File: config.mk
export PLATFORM = sky130hd
export DESIGN_NAME = axi_burst_initiator_flat
export DESIGN_NICKNAME = d
export VERILOG_FILES = /design/src/rtl/axi_burst_initiator_if.sv /design/src/rtl/axi_burst_initiator.sv /design/src/flat_wrapper.sv
export SDC_FILE = /design/constraint.sdc
export NUM_CORES = 1
export LEC_CHECK = 0
export CAP_MARGIN = 0
export CORE_AREA = 2 2 120 122
export DETAILED_ROUTE_END_ITERATION = 12
export DIE_AREA = 0 0 122 124
export GPL_ROUTABILITY_DRIVEN = 0
export PLACE_DENSITY = 0.77
export SETUP_SLACK_MARGIN = 0.1
export SLEW_MARGIN = 10
export SYNTH_ARGS = -nofsm -noshare
export SYNTH_HDL_FRONTEND = slang
export SYNTH_SLANG_ARGS = --single-unit
File: constraint.sdc
create_clock -name ACLK -period 1.62 [get_ports ACLK]
set_input_delay 0.324 -clock ACLK [delete_from_list [all_inputs] [get_ports ACLK]]
set_output_delay 0.324 -clock ACLK [all_outputs]
set_load 0.02 [all_outputs]
File: src/rtl/axi_burst_initiator_if.sv
// AXI4 bus bundle between axi_burst_initiator (master) and a slave port.
// Carries the AW, W, B, AR and R channels. LOCK/CACHE/PROT/QOS/REGION/USER
// are not carried; the integrator ties them to 0 on the slave side.
//   master modport : drives AW/W/AR payload + VALID, BREADY, RREADY
//   slave modport  : drives AxREADY, WREADY, B and R payload + VALID
interface axi_burst_initiator_if #(
  parameter int ADDR_WIDTH = 32,
  parameter int DATA_WIDTH = 32,
  parameter int ID_WIDTH   = 4
);
  logic [ID_WIDTH-1:0]     M_AWID;
  logic [ADDR_WIDTH-1:0]   M_AWADDR;
  logic [3:0]              M_AWLEN;
  logic [2:0]              M_AWSIZE;
  logic [1:0]              M_AWBURST;
  logic                    M_AWVALID;
  logic                    M_AWREADY;

  logic [DATA_WIDTH-1:0]   M_WDATA;
  logic [DATA_WIDTH/8-1:0] M_WSTRB;
  logic                    M_WLAST;
  logic                    M_WVALID;
  logic                    M_WREADY;

  logic [ID_WIDTH-1:0]     M_BID;
  logic [1:0]              M_BRESP;
  logic                    M_BVALID;
  logic                    M_BREADY;

  logic [ID_WIDTH-1:0]     M_ARID;
  logic [ADDR_WIDTH-1:0]   M_ARADDR;
  logic [3:0]              M_ARLEN;
  logic [2:0]              M_ARSIZE;
  logic [1:0]              M_ARBURST;
  logic                    M_ARVALID;
  logic                    M_ARREADY;

  logic [ID_WIDTH-1:0]     M_RID;
  logic [DATA_WIDTH-1:0]   M_RDATA;
  logic [1:0]              M_RRESP;
  logic                    M_RLAST;
  logic                    M_RVALID;
  logic                    M_RREADY;

  modport master (
    output M_AWID, M_AWADDR, M_AWLEN, M_AWSIZE, M_AWBURST, M_AWVALID,
    input  M_AWREADY,
    output M_WDATA, M_WSTRB, M_WLAST, M_WVALID,
    input  M_WREADY,
    input  M_BID, M_BRESP, M_BVALID,
    output M_BREADY,
    output M_ARID, M_ARADDR, M_ARLEN, M_ARSIZE, M_ARBURST, M_ARVALID,
    input  M_ARREADY,
    input  M_RID, M_RDATA, M_RRESP, M_RLAST, M_RVALID,
    output M_RREADY
  );

  modport slave (
    input  M_AWID, M_AWADDR, M_AWLEN, M_AWSIZE, M_AWBURST, M_AWVALID,
    output M_AWREADY,
    input  M_WDATA, M_WSTRB, M_WLAST, M_WVALID,
    output M_WREADY,
    output M_BID, M_BRESP, M_BVALID,
    input  M_BREADY,
    input  M_ARID, M_ARADDR, M_ARLEN, M_ARSIZE, M_ARBURST, M_ARVALID,
    output M_ARREADY,
    output M_RID, M_RDATA, M_RRESP, M_RLAST, M_RVALID,
    input  M_RREADY
  );
endinterface

File: src/rtl/axi_burst_initiator.sv
// AXI4 master-side burst engine: one outstanding read or write burst (LEN 0-15).
// Ports:
//   ACLK, ARESETn          clock / asynchronous active-low reset
//   cmd_*                  command handshake and burst descriptor
//   wd_*                   write-data stream in (passed straight to W)
//   rd_*                   read-data stream out (passed straight from R)
//   done_valid/resp/err    one-cycle completion pulse, resp, {timeout, last_mm, id_mm}
//   m                      AXI4 master bus (axi_burst_initiator_if.master)
// Ax*VALID, payloads, BREADY, cmd_ready and done_* are registered; the W and R
// streams are combinational pass-throughs gated by the data-phase state.
module axi_burst_initiator #(
  parameter int ADDR_WIDTH     = 32,
  parameter int DATA_WIDTH     = 32,
  parameter int ID_WIDTH       = 4,
  parameter int TIMEOUT_CYCLES = 1024
) (
  input  logic                    ACLK,
  input  logic                    ARESETn,
  input  logic                    cmd_valid,
  output logic                    cmd_ready,
  input  logic                    cmd_write,
  input  logic [ADDR_WIDTH-1:0]   cmd_addr,
  input  logic [ID_WIDTH-1:0]     cmd_id,
  input  logic [3:0]              cmd_len,
  input  logic [2:0]              cmd_size,
  input  logic [1:0]              cmd_burst,
  input  logic                    wd_valid,
  output logic                    wd_ready,
  input  logic [DATA_WIDTH-1:0]   wd_data,
  input  logic [DATA_WIDTH/8-1:0] wd_strb,
  output logic                    rd_valid,
  input  logic                    rd_ready,
  output logic [DATA_WIDTH-1:0]   rd_data,
  output logic                    rd_last,
  output logic                    done_valid,
  output logic [1:0]              done_resp,
  output logic [2:0]              done_err,
  axi_burst_initiator_if.master   m
);

  localparam int TW = (TIMEOUT_CYCLES > 1) ? $clog2(TIMEOUT_CYCLES) : 1;
  localparam logic [TW-1:0] TMO_LAST = TW'((TIMEOUT_CYCLES > 0) ? TIMEOUT_CYCLES - 1 : 0);
  localparam bit TMO_EN = (TIMEOUT_CYCLES > 0);

  typedef enum logic [2:0] {
    S_IDLE, S_WADDR, S_WDATA, S_WRESP, S_RADDR, S_RDATA, S_DONE
  } state_e;

  state_e                state_q, state_d;
  logic [ADDR_WIDTH-1:0] addr_q, addr_d;
  logic [ID_WIDTH-1:0]   id_q, id_d;
  logic [3:0]            len_q, len_d;
  logic [2:0]            size_q, size_d;
  logic [1:0]            burst_q, burst_d;
  logic [3:0]            cnt_q, cnt_d;
  logic [TW-1:0]         tmo_q, tmo_d;
  logic [1:0]            resp_q, resp_d;
  logic [2:0]            err_q, err_d;
  logic                  cmd_ready_q, cmd_ready_d;
  logic                  awvalid_q, awvalid_d;
  logic                  arvalid_q, arvalid_d;
  logic                  bready_q, bready_d;
  logic                  done_valid_q, done_valid_d;
  logic [1:0]            done_resp_q, done_resp_d;
  logic [2:0]            done_err_q, done_err_d;

  logic in_w, in_r, last_beat, hs, waiting;

  assign in_w      = (state_q == S_WDATA);
  assign in_r      = (state_q == S_RDATA);
  assign last_beat = (cnt_q == len_q);

  always_comb begin
    state_d = state_q;
    addr_d  = addr_q;
    id_d    = id_q;
    len_d   = len_q;
    size_d  = size_q;
    burst_d = burst_q;
    cnt_d   = cnt_q;
    tmo_d   = tmo_q;
    resp_d  = resp_q;
    err_d   = err_q;
    hs      = 1'b0;
    waiting = 1'b0;

    case (state_q)
      S_IDLE: begin
        if (cmd_valid && cmd_ready_q) begin
          addr_d  = cmd_addr;
          id_d    = cmd_id;
          len_d   = cmd_len;
          size_d  = cmd_size;
          burst_d = cmd_burst;
          cnt_d   = '0;
          resp_d  = '0;
          err_d   = '0;
          state_d = cmd_write ? S_WADDR : S_RADDR;
        end
      end
      S_WADDR: begin
        waiting = 1'b1;
        if (m.M_AWREADY) begin
          hs      = 1'b1;
          state_d = S_WDATA;
        end
      end
      S_WDATA: begin
        waiting = 1'b1;
        if (wd_valid && m.M_WREADY) begin
          hs    = 1'b1;
          cnt_d = cnt_q + 4'd1;
          if (last_beat) begin
            cnt_d   = '0;
            state_d = S_WRESP;
          end
        end
      end
      S_WRESP: begin
        waiting = 1'b1;
        if (m.M_BVALID) begin
          hs       = 1'b1;
          resp_d   = m.M_BRESP;
          err_d[0] = (m.M_BID != id_q);
          state_d  = S_DONE;
        end
      end
      S_RADDR: begin
        waiting = 1'b1;
        if (m.M_ARREADY) begin
          hs      = 1'b1;
          state_d = S_RDATA;
        end
      end
      S_RDATA: begin
        waiting = 1'b1;
        if (m.M_RVALID && rd_ready) begin
          hs       = 1'b1;
          resp_d   = (m.M_RRESP > resp_q) ? m.M_RRESP : resp_q;
          err_d[0] = err_q[0] | (m.M_RID != id_q);
          err_d[1] = err_q[1] | (m.M_RLAST != last_beat);
          cnt_d    = cnt_q + 4'd1;
          // Burst length is ours, not the slave's: exit on our count, not RLAST.
          if (last_beat) begin
            cnt_d   = '0;
            state_d = S_DONE;
          end
        end
      end
      S_DONE:  state_d = S_IDLE;
      default: state_d = S_IDLE;
    endcase

    // Any handshake restarts the wait; expiry abandons the transaction.
    if (!waiting || hs) begin
      tmo_d = '0;
    end else if (TMO_EN) begin
      if (tmo_q == TMO_LAST) begin
        tmo_d    = '0;
        err_d[2] = 1'b1;
        state_d  = S_DONE;
      end else begin
        tmo_d = tmo_q + TW'(1);
      end
    end

    // Registered outputs are decoded from the next state so they line up with it.
    cmd_ready_d  = (state_d == S_IDLE);
    awvalid_d    = (state_d == S_WADDR);
    arvalid_d    = (state_d == S_RADDR);
    bready_d     = (state_d == S_WRESP);
    done_valid_d = (state_d == S_DONE);
    done_resp_d  = (state_d == S_DONE) ? resp_d : '0;
    done_err_d   = (state_d == S_DONE) ? err_d  : '0;
  end

  always_ff @(posedge ACLK or negedge ARESETn) begin
    if (!ARESETn) begin
      state_q      <= S_IDLE;
      addr_q       <= '0;
      id_q         <= '0;
      len_q        <= '0;
      size_q       <= '0;
      burst_q      <= '0;
      cnt_q        <= '0;
      tmo_q        <= '0;
      resp_q       <= '0;
      err_q        <= '0;
      cmd_ready_q  <= 1'b0;
      awvalid_q    <= 1'b0;
      arvalid_q    <= 1'b0;
      bready_q     <= 1'b0;
      done_valid_q <= 1'b0;
      done_resp_q  <= '0;
      done_err_q   <= '0;
    end else begin
      state_q      <= state_d;
      addr_q       <= addr_d;
      id_q         <= id_d;
      len_q        <= len_d;
      size_q       <= size_d;
      burst_q      <= burst_d;
      cnt_q        <= cnt_d;
      tmo_q        <= tmo_d;
      resp_q       <= resp_d;
      err_q        <= err_d;
      cmd_ready_q  <= cmd_ready_d;
      awvalid_q    <= awvalid_d;
      arvalid_q    <= arvalid_d;
      bready_q     <= bready_d;
      done_valid_q <= done_valid_d;
      done_resp_q  <= done_resp_d;
      done_err_q   <= done_err_d;
    end
  end

  assign cmd_ready  = cmd_ready_q;
  assign done_valid = done_valid_q;
  assign done_resp  = done_resp_q;
  assign done_err   = done_err_q;

  assign m.M_AWID    = id_q;
  assign m.M_AWADDR  = addr_q;
  assign m.M_AWLEN   = len_q;
  assign m.M_AWSIZE  = size_q;
  assign m.M_AWBURST = burst_q;
  assign m.M_AWVALID = awvalid_q;
  assign m.M_ARID    = id_q;
  assign m.M_ARADDR  = addr_q;
  assign m.M_ARLEN   = len_q;
  assign m.M_ARSIZE  = size_q;
  assign m.M_ARBURST = burst_q;
  assign m.M_ARVALID = arvalid_q;
  assign m.M_BREADY  = bready_q;

  assign m.M_WVALID = in_w & wd_valid;
  assign wd_ready   = in_w & m.M_WREADY;
  assign m.M_WDATA  = in_w ? wd_data : '0;
  assign m.M_WSTRB  = in_w ? wd_strb : '0;
  assign m.M_WLAST  = in_w & last_beat;

  assign rd_valid   = in_r & m.M_RVALID;
  assign m.M_RREADY = in_r & rd_ready;
  assign rd_data    = in_r ? m.M_RDATA : '0;
  assign rd_last    = in_r & last_beat;

endmodule

File: src/flat_wrapper.sv
// flat-port wrapper written by rule: the top's interface ports become plain ports
module axi_burst_initiator_flat 
#(
  parameter int ADDR_WIDTH     = 32,
  parameter int DATA_WIDTH     = 32,
  parameter int ID_WIDTH       = 4,
  parameter int TIMEOUT_CYCLES = 1024
)
  (ACLK, ARESETn, cmd_valid, cmd_ready, cmd_write, cmd_addr, cmd_id, cmd_len, cmd_size, cmd_burst, wd_valid, wd_ready, wd_data, wd_strb, rd_valid, rd_ready, rd_data, rd_last, done_valid, done_resp, done_err, m_M_AWID, m_M_AWADDR, m_M_AWLEN, m_M_AWSIZE, m_M_AWBURST, m_M_AWVALID, m_M_AWREADY, m_M_WDATA, m_M_WSTRB, m_M_WLAST, m_M_WVALID, m_M_WREADY, m_M_BID, m_M_BRESP, m_M_BVALID, m_M_BREADY, m_M_ARID, m_M_ARADDR, m_M_ARLEN, m_M_ARSIZE, m_M_ARBURST, m_M_ARVALID, m_M_ARREADY, m_M_RID, m_M_RDATA, m_M_RRESP, m_M_RLAST, m_M_RVALID, m_M_RREADY);
  axi_burst_initiator_if #(.ADDR_WIDTH(ADDR_WIDTH), .DATA_WIDTH(DATA_WIDTH), .ID_WIDTH(ID_WIDTH)) m_i ();
  input  logic ACLK;
  input  logic ARESETn;
  input  logic cmd_valid;
  output logic cmd_ready;
  input  logic cmd_write;
  input  logic [ADDR_WIDTH-1:0] cmd_addr;
  input  logic [ID_WIDTH-1:0] cmd_id;
  input  logic [3:0] cmd_len;
  input  logic [2:0] cmd_size;
  input  logic [1:0] cmd_burst;
  input  logic wd_valid;
  output logic wd_ready;
  input  logic [DATA_WIDTH-1:0] wd_data;
  input  logic [DATA_WIDTH/8-1:0] wd_strb;
  output logic rd_valid;
  input  logic rd_ready;
  output logic [DATA_WIDTH-1:0] rd_data;
  output logic rd_last;
  output logic done_valid;
  output logic [1:0] done_resp;
  output logic [2:0] done_err;
  output wire logic [$bits(m_i.M_AWID)-1:0] m_M_AWID;
  output wire logic [$bits(m_i.M_AWADDR)-1:0] m_M_AWADDR;
  output wire logic [$bits(m_i.M_AWLEN)-1:0] m_M_AWLEN;
  output wire logic [$bits(m_i.M_AWSIZE)-1:0] m_M_AWSIZE;
  output wire logic [$bits(m_i.M_AWBURST)-1:0] m_M_AWBURST;
  output wire logic [$bits(m_i.M_AWVALID)-1:0] m_M_AWVALID;
  input wire logic [$bits(m_i.M_AWREADY)-1:0] m_M_AWREADY;
  output wire logic [$bits(m_i.M_WDATA)-1:0] m_M_WDATA;
  output wire logic [$bits(m_i.M_WSTRB)-1:0] m_M_WSTRB;
  output wire logic [$bits(m_i.M_WLAST)-1:0] m_M_WLAST;
  output wire logic [$bits(m_i.M_WVALID)-1:0] m_M_WVALID;
  input wire logic [$bits(m_i.M_WREADY)-1:0] m_M_WREADY;
  input wire logic [$bits(m_i.M_BID)-1:0] m_M_BID;
  input wire logic [$bits(m_i.M_BRESP)-1:0] m_M_BRESP;
  input wire logic [$bits(m_i.M_BVALID)-1:0] m_M_BVALID;
  output wire logic [$bits(m_i.M_BREADY)-1:0] m_M_BREADY;
  output wire logic [$bits(m_i.M_ARID)-1:0] m_M_ARID;
  output wire logic [$bits(m_i.M_ARADDR)-1:0] m_M_ARADDR;
  output wire logic [$bits(m_i.M_ARLEN)-1:0] m_M_ARLEN;
  output wire logic [$bits(m_i.M_ARSIZE)-1:0] m_M_ARSIZE;
  output wire logic [$bits(m_i.M_ARBURST)-1:0] m_M_ARBURST;
  output wire logic [$bits(m_i.M_ARVALID)-1:0] m_M_ARVALID;
  input wire logic [$bits(m_i.M_ARREADY)-1:0] m_M_ARREADY;
  input wire logic [$bits(m_i.M_RID)-1:0] m_M_RID;
  input wire logic [$bits(m_i.M_RDATA)-1:0] m_M_RDATA;
  input wire logic [$bits(m_i.M_RRESP)-1:0] m_M_RRESP;
  input wire logic [$bits(m_i.M_RLAST)-1:0] m_M_RLAST;
  input wire logic [$bits(m_i.M_RVALID)-1:0] m_M_RVALID;
  output wire logic [$bits(m_i.M_RREADY)-1:0] m_M_RREADY;
  assign m_M_AWID = m_i.M_AWID;
  assign m_M_AWADDR = m_i.M_AWADDR;
  assign m_M_AWLEN = m_i.M_AWLEN;
  assign m_M_AWSIZE = m_i.M_AWSIZE;
  assign m_M_AWBURST = m_i.M_AWBURST;
  assign m_M_AWVALID = m_i.M_AWVALID;
  assign m_i.M_AWREADY = m_M_AWREADY;
  assign m_M_WDATA = m_i.M_WDATA;
  assign m_M_WSTRB = m_i.M_WSTRB;
  assign m_M_WLAST = m_i.M_WLAST;
  assign m_M_WVALID = m_i.M_WVALID;
  assign m_i.M_WREADY = m_M_WREADY;
  assign m_i.M_BID = m_M_BID;
  assign m_i.M_BRESP = m_M_BRESP;
  assign m_i.M_BVALID = m_M_BVALID;
  assign m_M_BREADY = m_i.M_BREADY;
  assign m_M_ARID = m_i.M_ARID;
  assign m_M_ARADDR = m_i.M_ARADDR;
  assign m_M_ARLEN = m_i.M_ARLEN;
  assign m_M_ARSIZE = m_i.M_ARSIZE;
  assign m_M_ARBURST = m_i.M_ARBURST;
  assign m_M_ARVALID = m_i.M_ARVALID;
  assign m_i.M_ARREADY = m_M_ARREADY;
  assign m_i.M_RID = m_M_RID;
  assign m_i.M_RDATA = m_M_RDATA;
  assign m_i.M_RRESP = m_M_RRESP;
  assign m_i.M_RLAST = m_M_RLAST;
  assign m_i.M_RVALID = m_M_RVALID;
  assign m_M_RREADY = m_i.M_RREADY;
  axi_burst_initiator #(.ADDR_WIDTH(ADDR_WIDTH), .DATA_WIDTH(DATA_WIDTH), .ID_WIDTH(ID_WIDTH), .TIMEOUT_CYCLES(TIMEOUT_CYCLES)) u_core (.ACLK(ACLK), .ARESETn(ARESETn), .cmd_valid(cmd_valid), .cmd_ready(cmd_ready), .cmd_write(cmd_write), .cmd_addr(cmd_addr), .cmd_id(cmd_id), .cmd_len(cmd_len), .cmd_size(cmd_size), .cmd_burst(cmd_burst), .wd_valid(wd_valid), .wd_ready(wd_ready), .wd_data(wd_data), .wd_strb(wd_strb), .rd_valid(rd_valid), .rd_ready(rd_ready), .rd_data(rd_data), .rd_last(rd_last), .done_valid(done_valid), .done_resp(done_resp), .done_err(done_err), .m(m_i));
endmodule
=== Yosys cells after proc, flatten, opt, wreduce, memory -nomap -nowiden ===
Index checks and enable logic that the tools add are counted.

* Add/subtract/negate cells: 2
* $mul: 0
* Divide/modulo/power cells: 0
* $lt $le $gt $ge: 1
* Equal/unequal tests: 17
* Shift-type cells: 0
* Multiplexer cells: 44
* Bitwise logic cells: 8
* Reduce and logical (&&, ||, !) cells: 11

{| class="wikitable"
|+ Operators with widths
! cell !! count
|-
| 2-to-1 mux 32 bit || 2
|-
| 2-to-1 mux 3 bit || 13
|-
| 2-to-1 mux 10 bit || 2
|-
| 2-to-1 mux 4 bit || 5
|-
| one-hot mux 3 bit (6 select lines) || 1
|-
| == test 3 bit, second input constant || 4
|-
| 2-to-1 mux 2 bit || 6
|-
| one-hot mux 4 bit (3 select lines) || 1
|-
| adder 10 x 1 -> 10 bit, second input constant || 1
|-
| == test 10 bit, second input constant || 1
|-
| 2-to-1 mux 1 bit || 10
|-
| == test 3 x 2 -> 1 bit, second input constant || 3
|-
| != test 4 bit || 2
|-
| bitwise AND 1 bit || 6
|-
| == test 3 x 1 -> 1 bit, second input constant || 2
|-
| zero test 3 bit || 2
|-
| one-hot mux 2 bit (3 select lines) || 1
|-
| one-hot mux 1 bit (5 select lines) || 1
|-
| OR reduction 5 bit || 1
|-
| adder 4 x 1 -> 4 bit, second input constant || 1
|-
| == test 4 bit || 1
|-
| != test 2 bit, second input constant || 2
|-
| AND reduction 4 bit || 1
|-
| logical AND 1 bit || 3
|-
| other kinds (10) || 11
|}

* Register bits: 77
* Latch bits: 0
* Memory bits (writable): 0
* ROM bits: 0
* Bits of input ports: 137
* Output and inout port bits: 174
* Word-level logic and storage cells: 100
* Memories kept: 0

=== Logic depth before layout (Yosys ltp) ===
* Depth in word-level cells: 8
* Depth in mapped cells: 7

=== Least setup slack after synthesis ===
OpenSTA, ideal clock, no wires.

* Path kind: register to output
* Start: register u_core.state_q[0]
* End: output port m_M_WDATA[22]
* Data arrival time: 1479 ps
* Setup slack: -183 ps
* Cell stages (with the launch flop): 6
* Buffers on the path: 3
* Cell sequence: dfrtp_1 > buf_4 > nor3b_2 > clkbuf_1 > clkbuf_1 > and2_1

* Cells in the longest elaborated chain, start to end: 2

{| class="wikitable"
|+ Ends and longest elaborated chain
! what !! RTL line !! text
|-
| start: declaration || axi_burst_initiator.sv:49 || <nowiki>state_e state_q, state_d;</nowiki>
|-
| start signal: assignment || axi_burst_initiator.sv:197 || <nowiki>state_q <= state_d;</nowiki>
|-
| == test 3 x 2 -> 1 bit || axi_burst_initiator.sv:69 || <nowiki>assign in_w = (state_q == S_WDATA);</nowiki>
|-
| 2-to-1 mux 32 bit || axi_burst_initiator.sv:238 || <nowiki>assign m.M_WDATA = in_w ? wd_data : '0;</nowiki>
|-
| end: declaration || flat_wrapper.sv:39 || <nowiki>output wire logic [$bits(m_i.M_WDATA)-1:0] m_M_WDATA;</nowiki>
|}

No other way between the ends.

=== Worst setup path after layout ===
* Start: register u_core.state_q[1]
* End: output port rd_data[31]

* Cells in the longest elaborated chain, start to end: 2

{| class="wikitable"
|+ Ends and longest elaborated chain
! what !! RTL line !! text
|-
| == test 3 bit || axi_burst_initiator.sv:70 || <nowiki>assign in_r = (state_q == S_RDATA);</nowiki>
|-
| 2-to-1 mux 32 bit || axi_burst_initiator.sv:244 || <nowiki>assign rd_data = in_r ? m.M_RDATA : '0;</nowiki>
|-
| end: declaration || flat_wrapper.sv:27 || <nowiki>output logic [DATA_WIDTH-1:0] rd_data;</nowiki>
|}

No other way between the ends.

==> flow_summary.toml <==
[drt]
drtPass1Iterations = 4
drc = 0
post_drt_via_cell_ratio = 4.65
routed-via-count = 4655
drtIter0Drc = 157
drtAntennaViolNets = 0
wl_per_cell_um = 18.8
wl_mm = 18.8

[synthesis]
seq_area_frac_synth = 0.445
synth_enable_flop_cells = 0
async_flop_share = 1.00
synth_nets = 622
syn_area_mm2 = 0.00433
syn_avg_cell_area_um2 = 9.02
ys_warn_count = 0
synth_cell_types = 54
synth_ff_type = "dfrtp_1"
syn_inst = 480
ys_ff_latch = 77

[finish]
fillers = 1027
syn2layout_area_growth_pct = 112
diodes = 0
drive_gt1_frac = 0.463
stdcell_count = 1001
final_area_mm2 = 0.00918
num-nets-final = 958

[sta]
min_period_ps = 1970
fin_ws_ps = -349
setup_tns_ps = -33400
max_freq_mhz = 508
whs_ps = 441
rsz0062_at_grt = "true"
setup-violations-final = 148
final_hold_viol_count = 0
drv_slew = 0
slew_headroom = 0.710
period_share = 1.22
finalClockSkew_ps = 9.97
worst_pin_slew_ps = 431

[clock_tree]
clk_latency_ps = 340
clkTransAtPathRegs_ps = 70
cts_buffer_depth = 2
cts_tree = "built"
cts_sinks = 77
clock-root-buffer = "clkbuf_16"
cts-buffers-inserted = 9
h-tree-depth = 3

[worst_setup_path]
slowest_stage = "dfrtp_1"
reg2regPathDepth = 7
cp.required_ps = 1300
cp-end-kind = "primary output"
slowest_delay_ps = 420
cpMostUsedCell = "buf_6"
crit_path_cell_trace = "and3b_2 > buf_12 > buf_6 > and2_4 > buf_6"
crit_fanout = 4
critPathLaunchType = "flip-flop"
r2r_start = "u_core.state_q[1]"
r2r_end = "u_core.cnt_q[2]"
cp.arrival_ps = 1640
worst-setup-path-type = "flip-flop to primary output"
r2r_setup_slack_ps = -290

[flow_run]
cap_violations = 0

[global_route]
antenna_found_initial = 0
grtUsageTotal = 0.209
grt_pass1_vias = 4538
overflow = 0
grt_pass1_wl_mm = 24.2
grt_max_degree = 30

[pwr]
p_leak_uw = 0.00442
ir_drop_v = 0.000886
power_density_mw_per_mm2 = 1600

[floorplan]
coreArea_mm2 = 0.0137
initial_core_util = 0.315
rows = 43
dieHeight_um = 124
dieArea_mm2 = 0.0151
num_io_pins = 311
die_w_um = 122

[outcome]
violations = "setup timing"
run_status = "finished, violations left"

[place]
io_buffers = 310
dpl.cell_count = 952
dp_slack_ps = -403
dpl.hpwl_mm = 12.8
dpl_cell_area_mm2 = 0.00779

[min_path]
min_path_type = "input pin to async pin"
cells by family after synthesis:
logic type | synth area share
fa+ha+maj | 0.0145
simple gates | 0.305
compound gates | 0.0572
flops | 0.445
mux | 0.0208
buf+inv | 0.115
xor+xnor | 0.0425
worst max-delay path: cells and delay by family, from the launching register on:
kind	cells	cell delay, ps
buffers and inverters	3	370
and+or+nand+nor	2	510
DFF	1	420
layout make-up:
cell class	count	area (um^2)	area share
timing repair buffer	390	4060	0.443
clock buffer	9	225	0.0245
inverter	14	52.6	0.00573
tap	180	225	0.0245
multi-input combinational	324	2610	0.284
sequential	77	1940	0.211
clock inverter	7	63.8	0.00695
cells in the final DEF (no fill, tap or decap), types with 4 or more instances in the layout:
cell type / Yosys / final
and2_2: 0 / 14
and2_4: 0 / 56
buf_12: 0 / 10
buf_2: 2 / 6
buf_4: 51 / 37
buf_6: 1 / 89
clkbuf_16: 0 / 16
clkdlybuf4s15_1: 0 / 4
clkdlybuf4s15_2: 0 / 6
clkdlybuf4s50_1: 0 / 135
dfrtp_1: 77 / 69
dfrtp_2: 0 / 8
dlygate4sd2_1: 0 / 87
ha_1: 5 / 4
inv_1: 14 / 11
mux2_4: 0 / 8
nand2_1: 125 / 65
nand2_2: 0 / 37
nand2_4: 0 / 23
nand3_1: 8 / 6
nor2_1: 21 / 15
nor2_2: 1 / 4
o21ai_2: 0 / 5
xnor2_1: 18 / 14
xnor2_2: 0 / 4
routing by layer:
layer,GRT usage,wire (um)
met3,0.0595,1310
met1,0.233,6970
met4,0.0747,416
met5,0,0
met2,0.381,10100
flip-flops by register name, summed over array words and instances, names as in the netlist:
register and count:
u_core.m.M_ARID 4, u_core.m.M_BREADY 1, u_core.done_valid 1, u_core.m.M_ARADDR 32, u_core.m.M_AWVALID 1, u_core.tmo_q 10
u_core.done_resp 2, u_core.m.M_ARSIZE 3, u_core.resp_q 2, u_core.m.M_ARLEN 4, u_core.m.M_ARVALID 1, u_core.done_err 3
u_core.state_q 3, u_core.cnt_q 4, u_core.err_q 3, u_core.cmd_ready 1, u_core.m.M_ARBURST 2
power by group:
group | total [uW] | leakage, uW | internal, uW | switching (uW)
combinational | 9320 | 0.00329 | 4630 | 4680
clock | 1950 | 0.000136 | 1070 | 882
sequential | 3390 | 0.000989 | 2620 | 767
cells in the mapped netlist (all sizes together), types with 2 or more instances:
cell / number / area share
or2: 3 / 0.0049
mux2: 8 / 0.021
and3b: 3 / 0.0061
nor3b: 4 / 0.010
nand4: 4 / 0.0072
nor2: 22 / 0.020
buf: 54 / 0.093
nand2: 125 / 0.11
nand2b: 2 / 0.0029
o22ai: 4 / 0.0072
and2: 72 / 0.10
o21ai: 6 / 0.0069
nor2b: 5 / 0.0072
a31oi: 2 / 0.0043
nand3: 9 / 0.012
dfrtp: 77 / 0.45
clkbuf: 11 / 0.0095
xor2: 3 / 0.0061
a21oi: 3 / 0.0035
xnor2: 18 / 0.036
inv: 14 / 0.012
nor3: 3 / 0.0035
a21o: 2 / 0.0035
and3: 3 / 0.0055
ha: 5 / 0.014
o2bb2ai: 2 / 0.0055
stage by stage:
step / total power, uW / utilization
final: 14700 / 0.669
after CTS: 13100 / 0.598
after detailed placement: 11100 / 0.568
after floorplan: 7760 / -
after global routing: 15400 / 0.669
after global placement: 10900 / 0.568
how the worst max path moves through the flow:
| stage | startpoint | to | cells after the start |
|---|---|---|---|
| floorplan | u_core.state_q[0] | m_M_WDATA[22] | 5 |
| global placement | u_core.state_q[0] | m_M_WDATA[1] | 4 |
| detailed placement | u_core.state_q[0] | m_M_WSTRB[0] | 4 |
| CTS | u_core.state_q[0] | rd_data[31] | 5 |
| global route | u_core.state_q[1] | rd_data[26] | 5 |
| finish | u_core.state_q[1] | rd_data[31] | 5 |
timing repair:
item / 4_1_cts / 5_1_grt
gates resized for setup: 551 / 223
hold buffers: 1 / 0
endpoints found under the hold margin: 24 / 0
pin swaps: 15 / 117
cloned: 3 / 9
endpoints found under the setup margin: 248 / 157
setup buffers: 9 / 11
Power figures use the tool's default switching activity.
